===== config.mk =====
export PLATFORM = sky130hd
export DESIGN_NAME = pipe_ctrl
export DESIGN_NICKNAME = d
export VERILOG_FILES = /design/src/rtl/pipe_ctrl_pkg.sv /design/src/rtl/pipe_ctrl_stall_wdt.sv /design/src/rtl/pipe_ctrl.sv
export SDC_FILE = /design/constraint.sdc
export NUM_CORES = 1
export LEC_CHECK = 0
export BUFFER_PORTS_ARGS = -buffer_cell sky130_fd_sc_hd__buf_4
export CAP_MARGIN = 20
export CORE_UTILIZATION = 38
export CTS_CLUSTER_SIZE = 25
export DETAILED_ROUTE_END_ITERATION = 8
export GPL_TIMING_DRIVEN = 0
export PLACE_DENSITY = 0.86
export SETUP_SLACK_MARGIN = 0.2
export SLEW_MARGIN = 5
export SYNTH_ARGS = -nofsm -noshare
export SYNTH_HDL_FRONTEND = slang
export SYNTH_SLANG_ARGS = --single-unit

===== constraint.sdc =====
create_clock -name clk -period 2.2 [get_ports clk]
set_input_delay 0.44 -clock clk [delete_from_list [all_inputs] [get_ports clk]]
set_output_delay 0.44 -clock clk [all_outputs]
set_load 0.005 [all_outputs]

===== src/rtl/pipe_ctrl_pkg.sv =====
// Shared types and constants for the Naive_CPU pipeline sequencer:
// the stall bus layout, canned stall patterns and the debug FSM encoding.
package pipe_ctrl_pkg;

  localparam int STALL_W = 6;
  localparam int ADDR_W  = 16;

  typedef logic [STALL_W-1:0] stall_bus_t;
  typedef logic [ADDR_W-1:0]  inst_addr_t;

  // stall[0] PC, [1] IF/ID, [2] ID/EX, [3] EX/MEM, [4] MEM/WB, [5] reserved
  localparam stall_bus_t STALL_NONE  = 6'b000000;
  localparam stall_bus_t STALL_FETCH = 6'b000011;
  localparam stall_bus_t STALL_ID    = 6'b000111;
  localparam stall_bus_t STALL_EX    = 6'b001111;

  localparam int STALL_IF_ID_BIT = 1;

  typedef enum logic [1:0] {
    ST_RUN     = 2'd0,
    ST_HALTING = 2'd1,
    ST_HALTED  = 2'd2,
    ST_STEP    = 2'd3
  } dbg_state_e;

  // Priority: EX busy over ID load-use over whatever the debug state wants.
  function automatic stall_bus_t base_stall(input logic       req_ex,
                                            input logic       req_id,
                                            input dbg_state_e st);
    stall_bus_t s;
    if (req_ex) begin
      s = STALL_EX;
    end else if (req_id) begin
      s = STALL_ID;
    end else if (st == ST_HALTING || st == ST_HALTED) begin
      s = STALL_FETCH;
    end else begin
      s = STALL_NONE;
    end
    return s;
  endfunction

endpackage


===== src/rtl/pipe_ctrl_stall_wdt.sv =====
// Watchdog on EX multi-cycle stalls: counts consecutive busy cycles,
// saturates at TIMEOUT and raises a sticky error when it gets there.
module pipe_ctrl_stall_wdt #(
  parameter int TIMEOUT = 16
) (
  input  logic clk,
  input  logic rst,
  input  logic busy,
  output logic stall_err
);

  localparam int CW = $clog2(TIMEOUT + 1);
  localparam logic [CW-1:0] CNT_MAX  = CW'(TIMEOUT);
  localparam logic [CW-1:0] CNT_LAST = CW'(TIMEOUT - 1);

  logic [CW-1:0] wdt_cnt;

  always_ff @(posedge clk) begin
    if (rst) begin
      wdt_cnt   <= '0;
      stall_err <= 1'b0;
    end else if (busy) begin
      if (wdt_cnt != CNT_MAX) begin
        wdt_cnt <= wdt_cnt + 1'b1;
      end
      // Error lands on the same edge the count reaches TIMEOUT.
      if (wdt_cnt == CNT_LAST) begin
        stall_err <= 1'b1;
      end
    end else begin
      wdt_cnt <= '0;
    end
  end

endmodule


===== src/rtl/pipe_ctrl.sv =====
// Central pipeline sequencer: merges ID/EX stall requests into the per-stage
// stall vector, turns issued taken branches into flush + redirect, and runs
// the debug run/halt/single-step FSM plus the EX stall watchdog.
module pipe_ctrl
  import pipe_ctrl_pkg::*;
#(
  parameter int DRAIN_CYC     = 3,
  parameter int STALL_TIMEOUT = 16
) (
  input  logic        clk,
  input  logic        rst,
  input  logic        stallreq_id,
  input  logic        stallreq_ex,
  input  logic        branch_taken,
  input  logic [15:0] branch_target,
  input  logic        dbg_halt,
  input  logic        dbg_step,
  input  logic        dbg_resume,
  output logic [5:0]  stall,
  output logic        flush,
  output logic        new_pc_valid,
  output logic [15:0] new_pc,
  output logic        halted,
  output logic        step_done,
  output logic        stall_err,
  output logic [1:0]  dbg_state
);

  localparam int DW = $clog2(DRAIN_CYC + 1);
  localparam logic [DW-1:0] DRAIN_LOAD = DW'(DRAIN_CYC);
  localparam logic [DW-1:0] DRAIN_LAST = DW'(1);

  dbg_state_e    state;
  logic [DW-1:0] drain_cnt;
  logic          drain_from_step;

  stall_bus_t    stall_base;
  logic          issue;
  logic          branch_ok;

  // Valid/ready view of the IF/ID -> ID/EX hand-off: the ID instruction is
  // offered every cycle and is consumed only when stall[1] is low; a taken
  // branch is acted on only in that consuming cycle, otherwise ID re-offers.
  always_comb begin
    stall_base = base_stall(stallreq_ex, stallreq_id, state);
    issue      = ~stall_base[STALL_IF_ID_BIT];
    branch_ok  = branch_taken & issue;

    stall        = STALL_NONE;
    flush        = 1'b0;
    new_pc_valid = 1'b0;
    new_pc       = '0;
    if (!rst) begin
      stall        = stall_base;
      flush        = branch_ok;
      new_pc_valid = branch_ok;
      new_pc       = branch_ok ? branch_target : '0;
    end
  end

  always_ff @(posedge clk) begin
    if (rst) begin
      state           <= ST_RUN;
      drain_cnt       <= '0;
      drain_from_step <= 1'b0;
      halted          <= 1'b0;
      step_done       <= 1'b0;
    end else begin
      step_done <= 1'b0;
      unique case (state)
        ST_RUN: begin
          if (dbg_halt) begin
            state           <= ST_HALTING;
            drain_cnt       <= DRAIN_LOAD;
            drain_from_step <= 1'b0;
          end
        end
        ST_HALTING: begin
          // The pipe only drains on cycles EX is actually moving.
          if (!stallreq_ex) begin
            if (drain_cnt == DRAIN_LAST) begin
              state     <= ST_HALTED;
              halted    <= 1'b1;
              step_done <= drain_from_step;
              drain_cnt <= '0;
            end else begin
              drain_cnt <= drain_cnt - 1'b1;
            end
          end
        end
        ST_HALTED: begin
          if (dbg_resume) begin
            state  <= ST_RUN;
            halted <= 1'b0;
          end else if (dbg_step) begin
            state  <= ST_STEP;
            halted <= 1'b0;
          end
        end
        ST_STEP: begin
          if (issue) begin
            state           <= ST_HALTING;
            drain_cnt       <= DRAIN_LOAD;
            drain_from_step <= 1'b1;
          end
        end
        default: begin
          state  <= ST_RUN;
          halted <= 1'b0;
        end
      endcase
    end
  end

  assign dbg_state = state;

  pipe_ctrl_stall_wdt #(
    .TIMEOUT (STALL_TIMEOUT)
  ) u_stall_wdt (
    .clk       (clk),
    .rst       (rst),
    .busy      (stallreq_ex),
    .stall_err (stall_err)
  );

endmodule


==> results of run 1 <==
## cells in the final DEF (no fill, tap or decap), drive strengths merged
master   instances
inv              8
xor2             1
a211o            1
a311oi           1
nor4b            1
a41o             1
nand2            9
a21boi           1
or4b             1
dfxtp           13
o211ai           1
ha               8
nand2b           5
o31ai            1
and2            16
buf             64
or3              1
a211oi           1
and3             1
o21ai            1
xnor2            1
nand3            2
a21oi            9
a2bb2oi          1
conb             2
clkbuf           5
nor2             8
nor3b            2
nor3             4
## flip-flops by register name, summed over array words and instances, names as in the netlist
signal	flops
drain_from_step	1
u_stall_wdt.stall_err	1
drain_cnt	2
u_stall_wdt.wdt_cnt	5
dbg_state	2
step_done	1
halted	1
## stage by stage
step / hold slack (ns) / TNS, ns / std cells / area [um^2]
after global placement: 0.457 / 0 / 184 / 1300
after floorplan: 0.427 / 0 / 107 / 891
after detailed placement: 0.465 / 0 / 184 / 1300
after global routing: 0.461 / -4.03 / 197 / 1500
final: 0.459 / -2.07 / 197 / 1500
after CTS: 0.451 / -1.57 / 196 / 1410
## cells in the mapped netlist, drive strengths merged, types with 2 or more instances
cell	count
a21oi	9
nor3b	2
ha	8
and2	16
inv	8
dfxtp	13
nor2	8
nor3	4
buf	5
nand3	2
nand2b	5
nand2	9
## cell families (layout without fill, tap and decap cells)
family          Yosys count  in the layout  synth area share (%)
other cells               1              2                 0.431
fa+ha+maj                 8              8                  11.5
flops                    13             13                  29.9
buf+inv                  14             77                  8.63
compound gates           18             18                  14.4
xor+xnor                  2              2                  2.01
simple gates             50             50                  33.1
## power by group
group	internal, mW	switching, mW	total (mW)
clock	0.0703	0.0803	0.151
combinational	0.226	0.198	0.424
sequential	0.269	0.0200	0.289
## worst max path at each step
| stage | endpoint | cells past startpoint | slack, ns |
|---|---|---|---|
| after global placement | new_pc[3] | 7 | 0.06 |
| after CTS | new_pc[7] | 7 | -0.11 |
| after global routing | new_pc[12] | 7 | -0.24 |
| final | new_pc[2] | 7 | -0.14 |
| after floorplan | new_pc[1] | 6 | 0.20 |
| after detailed placement | new_pc[5] | 7 | 0.002 |
## critical path: stages (launching register included)
cell and delay [ns]:
dfxtp_2 0.34, inv_2 0.05, ha_4 0.23, or3_4 0.34, nor3b_4 0.27, buf_6 0.16
and2_4 0.14, buf_4 0.10
## routing by layer
layer	vias to the layer above	global-route usage [%]	wire, um
met4	0	7.62	12
li1	478	-	-
met5	-	0	0
met3	4	4.94	236
met1	433	18.8	1040
met2	48	36.0	1170
## final cells by class
| class | count | area, um^2 | area share [%] |
|---|---|---|---|
| multi-input cells | 80 | 591 | 39.5 |
| repair buffers | 59 | 507 | 33.9 |
| flip-flops and latches | 13 | 263 | 17.6 |
| plain buffers | 6 | 45.0 | 3.01 |
| well taps | 27 | 33.8 | 2.26 |
| inverters | 8 | 30.0 | 2.01 |
| clock buffers | 4 | 26.3 | 1.76 |
## what timing repair did
action | in CTS | in global routing
resized for setup | 9 | 23
cloned | 1 | 0
endpoints found under the setup margin | 19 | 20
pin swaps | 5 | 5
buffers inserted | 7 | 1
==> results.sh, run 1 <==
export IMPL_r2r_end="drain_cnt[1]$_SDFFE_PP0P_"
export IMPL_status="complete, but fails checks"
export IMPL_core_area_mm2=0.00206
export IMPL_first_pass_iters=4
export IMPL_die_area_mm2=0.00248
export IMPL_syn_area_per_cell_um2=8.20
export IMPL_fmaxAchievable_mhz=428
export IMPL_min_path_type="in2reg"
export IMPL_ir_worst_vdd_v=0.000606
export IMPL_htreeDepth=1
export IMPL_hold_depth=3
export IMPL_n_fill_cell=148
export IMPL_cts_hold_buffers=0
export IMPL_cts_sinks=13
export IMPL_grt_pass1_vias=906
export IMPL_path_class="reg2out"
export IMPL_synth_seq_area_share_pct=29.9
export IMPL_fin_skew_ns=0.00281
export IMPL_synthTopCellsByArea="dfxtp_1, and2_1, ha_1"
export IMPL_worst_slack_ns=-0.138
export IMPL_yosys_area_top_type="dfxtp_1"
export IMPL_cp_arrival_ns=1.90
export IMPL_grt_usage_pct=18.8
export IMPL_postSynthCellCount=106
export IMPL_grt_ovfl_total=0
export IMPL_setup_viol=18
export IMPL_fin_total_pwr_mw=0.863
export IMPL_initial_core_util_pct=42.2
export IMPL_crit_path_start="dbg_state[1]$_SDFFE_PP0P_"
export IMPL_rr_startpoint="dbg_state[1]$_SDFFE_PP0P_"
export IMPL_rows=16
export IMPL_drive_gt1_share_pct=54.7
export IMPL_root_buffer="clkbuf_4"
export IMPL_routedWlPerCell_um=12.5
export IMPL_grt_pass1_wl_um=3630
export IMPL_yosys_warnings=0
export IMPL_grt_antenna_before_repair=0
export IMPL_cts_buffers=3
export IMPL_synth_ff_type="dfxtp_1"
export IMPL_avgViaCountPerCell=4.89
export IMPL_ios=53
export IMPL_grt_max_degree=11
export IMPL_n_antenna_cell=0
export IMPL_r2r_slack_ns=0.46
export IMPL_crit_path_max_fanout=5
export IMPL_clk_insertion_delay_late_ns=0.28
export IMPL_area_growth_pct=71.9
export IMPL_io_buffer_count=50
export IMPL_die_h_um=49.8
export IMPL_fin_crit_sh_pct=106
export IMPL_cts_tree="built"
export IMPL_ys_ff_latch=13
export IMPL_hold_violations=0
export IMPL_maxCapViolCount=0
export IMPL_cts_buffer_depth=2
export IMPL_drv_slew=0
export IMPL_synthArstFlopShare_pct=0
export IMPL_p_per_area_mw_per_mm2=578
export IMPL_synth_distinct_cells=31
export IMPL_whs_endpoint="dbg_state[0]$_SDFFE_PP0P_"
export IMPL_synth_edff_count=0
export IMPL_via_count=963
export IMPL_utilization_pct=72.5
export IMPL_syn_area_um2=870
export IMPL_clk_pin_slew_ns=0.08
export IMPL_cp_start_kind="register"
export IMPL_place_congestion=0.739
export IMPL_hpwl_um=1740
export IMPL_finalNetCount=203
export IMPL_violations="setup timing"
export IMPL_die_w_um=49.8
export IMPL_remaining_drc_errors=0
export IMPL_pre_cts_ws_ns=0.00168
export IMPL_wl_um=2460
export IMPL_rsz0062_at_grt="yes"
export IMPL_fin_crit_ns=2.34
export IMPL_synth_top_area_share_pct=29.9
export IMPL_p_leak_nw=0.727
export IMPL_critPathRequiredTime_ns=1.76
export IMPL_rr_worst_depth=8
export IMPL_worst_setup_path_end_kind="output pin"
export IMPL_antenna_left=0
export IMPL_hold_start="rst"
export IMPL_drtIter0Drc=24
Power figures use the tool's default switching activity.
==> run 2: changes to the inputs <==
- CORE_MARGIN: unset -> 2
==> run 2 against run 1 <==
Compared with the run above: the run still ends with setup timing left; worst setup slack lost 0.011 ns; register-to-register slack about the same; non-clock buffer count is 2 lower; design area shrank 5.1%; hold slack got worse by 0.016 ns; count of clock-buffer cells in the layout unchanged; global-route usage fell by 1.2 points; sequential power barely moved; die area rose by 8.2%.
==> results.sh, run 2 (same netlist as run 1, synthesis figures left out) <==
export IMPL_status="complete, but fails checks"
export IMPL_violations="setup timing"
export IMPL_die_w_um=51.8
export IMPL_crit_path_max_fanout=5
export IMPL_remaining_drc_errors=0
export IMPL_clk_insertion_delay_late_ns=0.27
export IMPL_setup_viol=18
export IMPL_grt_max_degree=11
export IMPL_avgViaCountPerCell=4.89
export IMPL_layout_common_cells="buf_4, dfxtp_1, and2_1, nand2_1, a21oi_1"
export IMPL_fin_total_pwr_mw=0.826
export IMPL_via_count=958
export IMPL_die_h_um=51.8
export IMPL_worst_setup_path_end_kind="output pin"
export IMPL_p_leak_nw=0.698
export IMPL_cts_sinks=13
export IMPL_cts_tree="built"
export IMPL_drv_slew=0
export IMPL_finalNetCount=201
export IMPL_cp_arrival_ns=1.91
export IMPL_grt_pass1_vias=901
export IMPL_grt_ovfl_total=0
export IMPL_rsz0062_at_grt="yes"
export IMPL_n_antenna_cell=0
export IMPL_place_congestion=0.851
export IMPL_multi_input_area_um2=568
export IMPL_placedCellCount=185
export IMPL_n_fill_cell=181
export IMPL_grt_antenna_before_repair=0
export IMPL_cts_buffers=3
export IMPL_initial_core_util_pct=39.7
export IMPL_top_register="u_stall_wdt.wdt_cnt"
export IMPL_grt_pass1_wl_um=3580
export IMPL_htreeDepth=1
export IMPL_min_path_type="in2reg"
export IMPL_layout_commonest_cell="buf_4"
export IMPL_tns_ns=-1.68
export IMPL_core_area_mm2=0.00219
export IMPL_cp_start_kind="register"
export IMPL_first_pass_iters=6
export IMPL_fin_skew_ns=0.00331
export IMPL_fmaxAchievable_mhz=426
export IMPL_wl_um=2260
export IMPL_ir_worst_vdd_v=0.000691
export IMPL_routedWlPerCell_um=11.5
export IMPL_ios=53
export IMPL_p_per_area_mw_per_mm2=582
export IMPL_die_area_mm2=0.00269
export IMPL_area_growth_pct=63.2
export IMPL_largest_reg_flops=5
export IMPL_hold_violations=0
export IMPL_drtIter0Drc=6
export IMPL_io_buffer_count=50
export IMPL_fin_crit_sh_pct=107
export IMPL_clk_pin_slew_ns=0.07
export IMPL_cts_buffer_depth=2
export IMPL_hpwl_um=1780
export IMPL_worst_slack_ns=-0.149
export IMPL_path_class="reg2out"
export IMPL_rows=17
export IMPL_layout_cells_non_filler=196
export IMPL_grt_usage_pct=17.7
export IMPL_maxCapViolCount=0
export IMPL_regArea_um2=263
export IMPL_antenna_left=0
export IMPL_critPathRequiredTime_ns=1.76
export IMPL_hold_ws_ns=0.443
export IMPL_drive_gt1_share_pct=48.8
export IMPL_root_buffer="clkbuf_4"
export IMPL_fin_crit_ns=2.35
[run 2: stage by stage]
step	utilization (%)	worst slack, ns	cell area [um^2]
global placement	59.4	0.0515	1300
floorplan	-	0.197	891
CTS	64.5	-0.129	1410
global route	64.8	-0.240	1420
detailed placement	59.4	0.0172	1300
finish	64.8	-0.149	1420
[run 2: area by class of cell]
| type | instances | share of cell area (%) |
|---|---|---|
| tap | 28 | 2.47 |
| sequential | 13 | 18.5 |
| inverter | 8 | 2.12 |
| buffer | 6 | 3.17 |
| clock buffer | 4 | 1.85 |
| timing repair buffer | 57 | 31.8 |
| multi-input combinational | 80 | 40.0 |
[run 2: worst paths after layout]
check,from,end,slack [ns],cells past startpoint
setup / recovery,dbg_state[1]$_SDFFE_PP0P_,new_pc[2],-0.15,7
hold / removal,rst,dbg_state[0]$_SDFFE_PP0P_,0.44,3
setup reg to reg,dbg_state[1]$_SDFFE_PP0P_,dbg_state[1]$_SDFFE_PP0P_,0.45,7
hold reg to reg,u_stall_wdt.stall_err$_SDFFE_PP0P_,u_stall_wdt.stall_err$_SDFFE_PP0P_,0.48,2
[run 2: power breakdown]
group | switching (mW) | internal, mW
Combinational | 0.187 | 0.208
Clock | 0.0720 | 0.0704
Sequential | 0.0193 | 0.269
[run 2: repair_timing]
| action | 4_1_cts | 5_1_grt |
|---|---|---|
| setup endpoints to repair | 19 | 20 |
| cloned | 1 | 0 |
| resized for setup | 11 | 2 |
| pin swaps | 6 | 0 |
| hold buffers | 0 | 0 |
| buffers inserted | 6 | 0 |
[run 2: metal layers]
| metal | track usage, % | vias up | wire (um) |
|---|---|---|---|
| li1 | - | 474 | - |
| met1 | 16.5 | 434 | 779 |
| met2 | 35.2 | 48 | 1190 |
| met3 | 5.75 | 2 | 277 |
| met4 | 5.26 | 0 | 11 |
| met5 | 0 | - | 0 |
[run 2: worst max-delay path, stage by stage, from the launching register on]
cell and delay [ns]:
dfxtp_2 0.34, inv_2 0.05, ha_4 0.23, or3_4 0.34, nor3b_4 0.23, buf_2 0.18
and2_1 0.14, buf_4 0.11
==> run 3: changes to the inputs <==
- SKIP_CTS_REPAIR_TIMING: unset -> 1
- SKIP_LAST_GASP: unset -> 1
==> run 3 against run 2 <==
Compared with the run above: largest power group unchanged; critical path depth stayed put; register-to-register slack better by 0.09 ns; critical path type unchanged; wire length is 0.80% lower; the run still ends with setup timing left; hold slack hardly changed; first-iteration DRC count is 17% higher; count of clock-buffer cells in the layout stayed put; global-route usage is 1.6 points lower; flip-flop and latch count stayed put; design area is 0.79% lower.
==> results.sh, run 3 (same netlist as run 1, synthesis figures left out) <==
export IMPL_initial_core_util_pct=39.7
export IMPL_io_buffer_count=50
export IMPL_root_buffer="clkbuf_4"
export IMPL_clk_insertion_delay_late_ns=0.27
export IMPL_hold_ws_ns=0.443
export IMPL_n_antenna_cell=0
export IMPL_finalNetCount=197
export IMPL_maxCapViolCount=0
export IMPL_drtIter0Drc=7
export IMPL_rows=17
export IMPL_htreeDepth=1
export IMPL_hold_violations=0
export IMPL_critPathRequiredTime_ns=1.76
export IMPL_grt_antenna_before_repair=0
export IMPL_antenna_left=0
export IMPL_grt_usage_pct=16.1
export IMPL_pre_cts_ws_ns=0.0172
export IMPL_cts_sinks=13
export IMPL_drv_slew=0
export IMPL_place_congestion=0.851
export IMPL_clk_pin_slew_ns=0.07
export IMPL_via_count=946
export IMPL_worst_setup_path_end_kind="output pin"
export IMPL_crit_path_max_fanout=11
export IMPL_ir_worst_vdd_v=0.000697
export IMPL_cts_buffers=3
export IMPL_top_register="u_stall_wdt.wdt_cnt"
export IMPL_cts_buffer_depth=2
export IMPL_cp_arrival_ns=1.89
export IMPL_hpwl_um=1780
export IMPL_max_stage_delay_ns=0.37
export IMPL_ios=53
export IMPL_first_pass_iters=4
export IMPL_cp_start_kind="register"
export IMPL_path_delay_family="simple AND/OR/NAND/NOR gates"
export IMPL_p_leak_nw=0.682
export IMPL_min_path_type="in2reg"
export IMPL_path_class="reg2out"
export IMPL_largest_reg_flops=5
export IMPL_worstPathCellList="inv_4 -> ha_4 -> or3_4 -> nor3b_4 -> buf_6 -> and2_1 -> buf_4"
export IMPL_cp_slowest_cell="dfxtp_4"
export IMPL_avgViaCountPerCell=4.93
export IMPL_grt_pass1_vias=833
export IMPL_grt_max_degree=12
export IMPL_cp_num_buf_inv=3
export IMPL_core_area_mm2=0.00219
export IMPL_violations="setup timing"
export IMPL_fin_crit_ns=2.33
export IMPL_cts_tree="built"
export IMPL_layout_commonest_cell="buf_4"
export IMPL_drive_gt1_share_pct=48.2
export IMPL_die_w_um=51.8
export IMPL_remaining_drc_errors=0
export IMPL_p_per_area_mw_per_mm2=579
export IMPL_worst_slack_ns=-0.134
export IMPL_setup_viol=18
export IMPL_wl_um=2240
export IMPL_grt_pass1_wl_um=3280
export IMPL_rsz0062_at_grt="yes"
export IMPL_fin_crit_sh_pct=106
export IMPL_status="complete, but fails checks"
export IMPL_area_growth_pct=61.9
export IMPL_utilization_pct=64.2
export IMPL_die_area_mm2=0.00269
export IMPL_die_h_um=51.8
export IMPL_fmaxAchievable_mhz=428
export IMPL_routedWlPerCell_um=11.7
export IMPL_fin_skew_ns=0.00246
export IMPL_grt_ovfl_total=0
export IMPL_layout_common_cells="buf_4, dfxtp_1, buf_6, nand2_1, a21oi_1"
[run 3: layer usage]
layer | vias to the layer above | GRT usage (%) | share of wire [%] | wire length (um)
li1 | 468 | - | - | -
met1 | 426 | 15.1 | 37 | 829
met2 | 50 | 31.6 | 51 | 1150
met3 | 2 | 5.46 | 11 | 256
met4 | 0 | 5.26 | 0.49 | 11
met5 | - | 0 | 0 | 0
[run 3: worst register-to-register path, delay by kind of cell (launching register included)]
| kind | cells | cell delay (ns) |
|---|---|---|
| adder cells (fa/ha/maj) | 1 | 0.24 |
| flip-flops | 1 | 0.37 |
| AND/OR/NAND/NOR | 2 | 0.47 |
| buffers and inverters | 1 | 0.04 |
| AO/OA/AOI/OAI | 2 | 0.45 |
[run 3: metrics by stage]
| stage | instances | power [mW] | instance area, um^2 | TNS, ns |
|---|---|---|---|---|
| 2_1_floorplan | 107 | 0.514 | 891 | 0 |
| 4_1_cts | 189 | 0.791 | 1330 | -3.98 |
| 3_5_place_dp | 185 | 0.645 | 1300 | 0 |
| 5_1_grt | 192 | 0.870 | 1410 | -3.23 |
| 6_report | 192 | 0.815 | 1410 | -1.97 |
| 3_3_place_gp | 185 | 0.626 | 1300 | 0 |
[run 3: final cells by class]
type | count | area (um^2)
buffer | 6 | 45.0
clock buffer | 4 | 26.3
fill | 188 | 783
inverter | 8 | 35.0
multi-input combinational | 80 | 571
sequential | 13 | 268
tap | 28 | 35.0
timing repair buffer | 53 | 428
[run 3: power breakdown]
part | total, mW | switching [mW] | internal, mW
Combinational | 0.373 | 0.176 | 0.197
Sequential | 0.301 | 0.0285 | 0.272
Clock | 0.141 | 0.0711 | 0.0703
Total | 0.815 | 0.275 | 0.540
[run 3: worst paths after layout]
path                                                         start                                  to  slack, ns  cells past startpoint
worst max-delay path                     dbg_state[1]$_SDFFE_PP0P_                           new_pc[1]      -0.13                      7
worst min-delay path                                           rst           dbg_state[0]$_SDFFE_PP0P_       0.44                      3
worst max register to register           dbg_state[1]$_SDFFE_PP0P_           dbg_state[1]$_SDFFE_PP0P_       0.54                      6
worst min register to register  u_stall_wdt.stall_err$_SDFFE_PP0P_  u_stall_wdt.stall_err$_SDFFE_PP0P_       0.48                      2
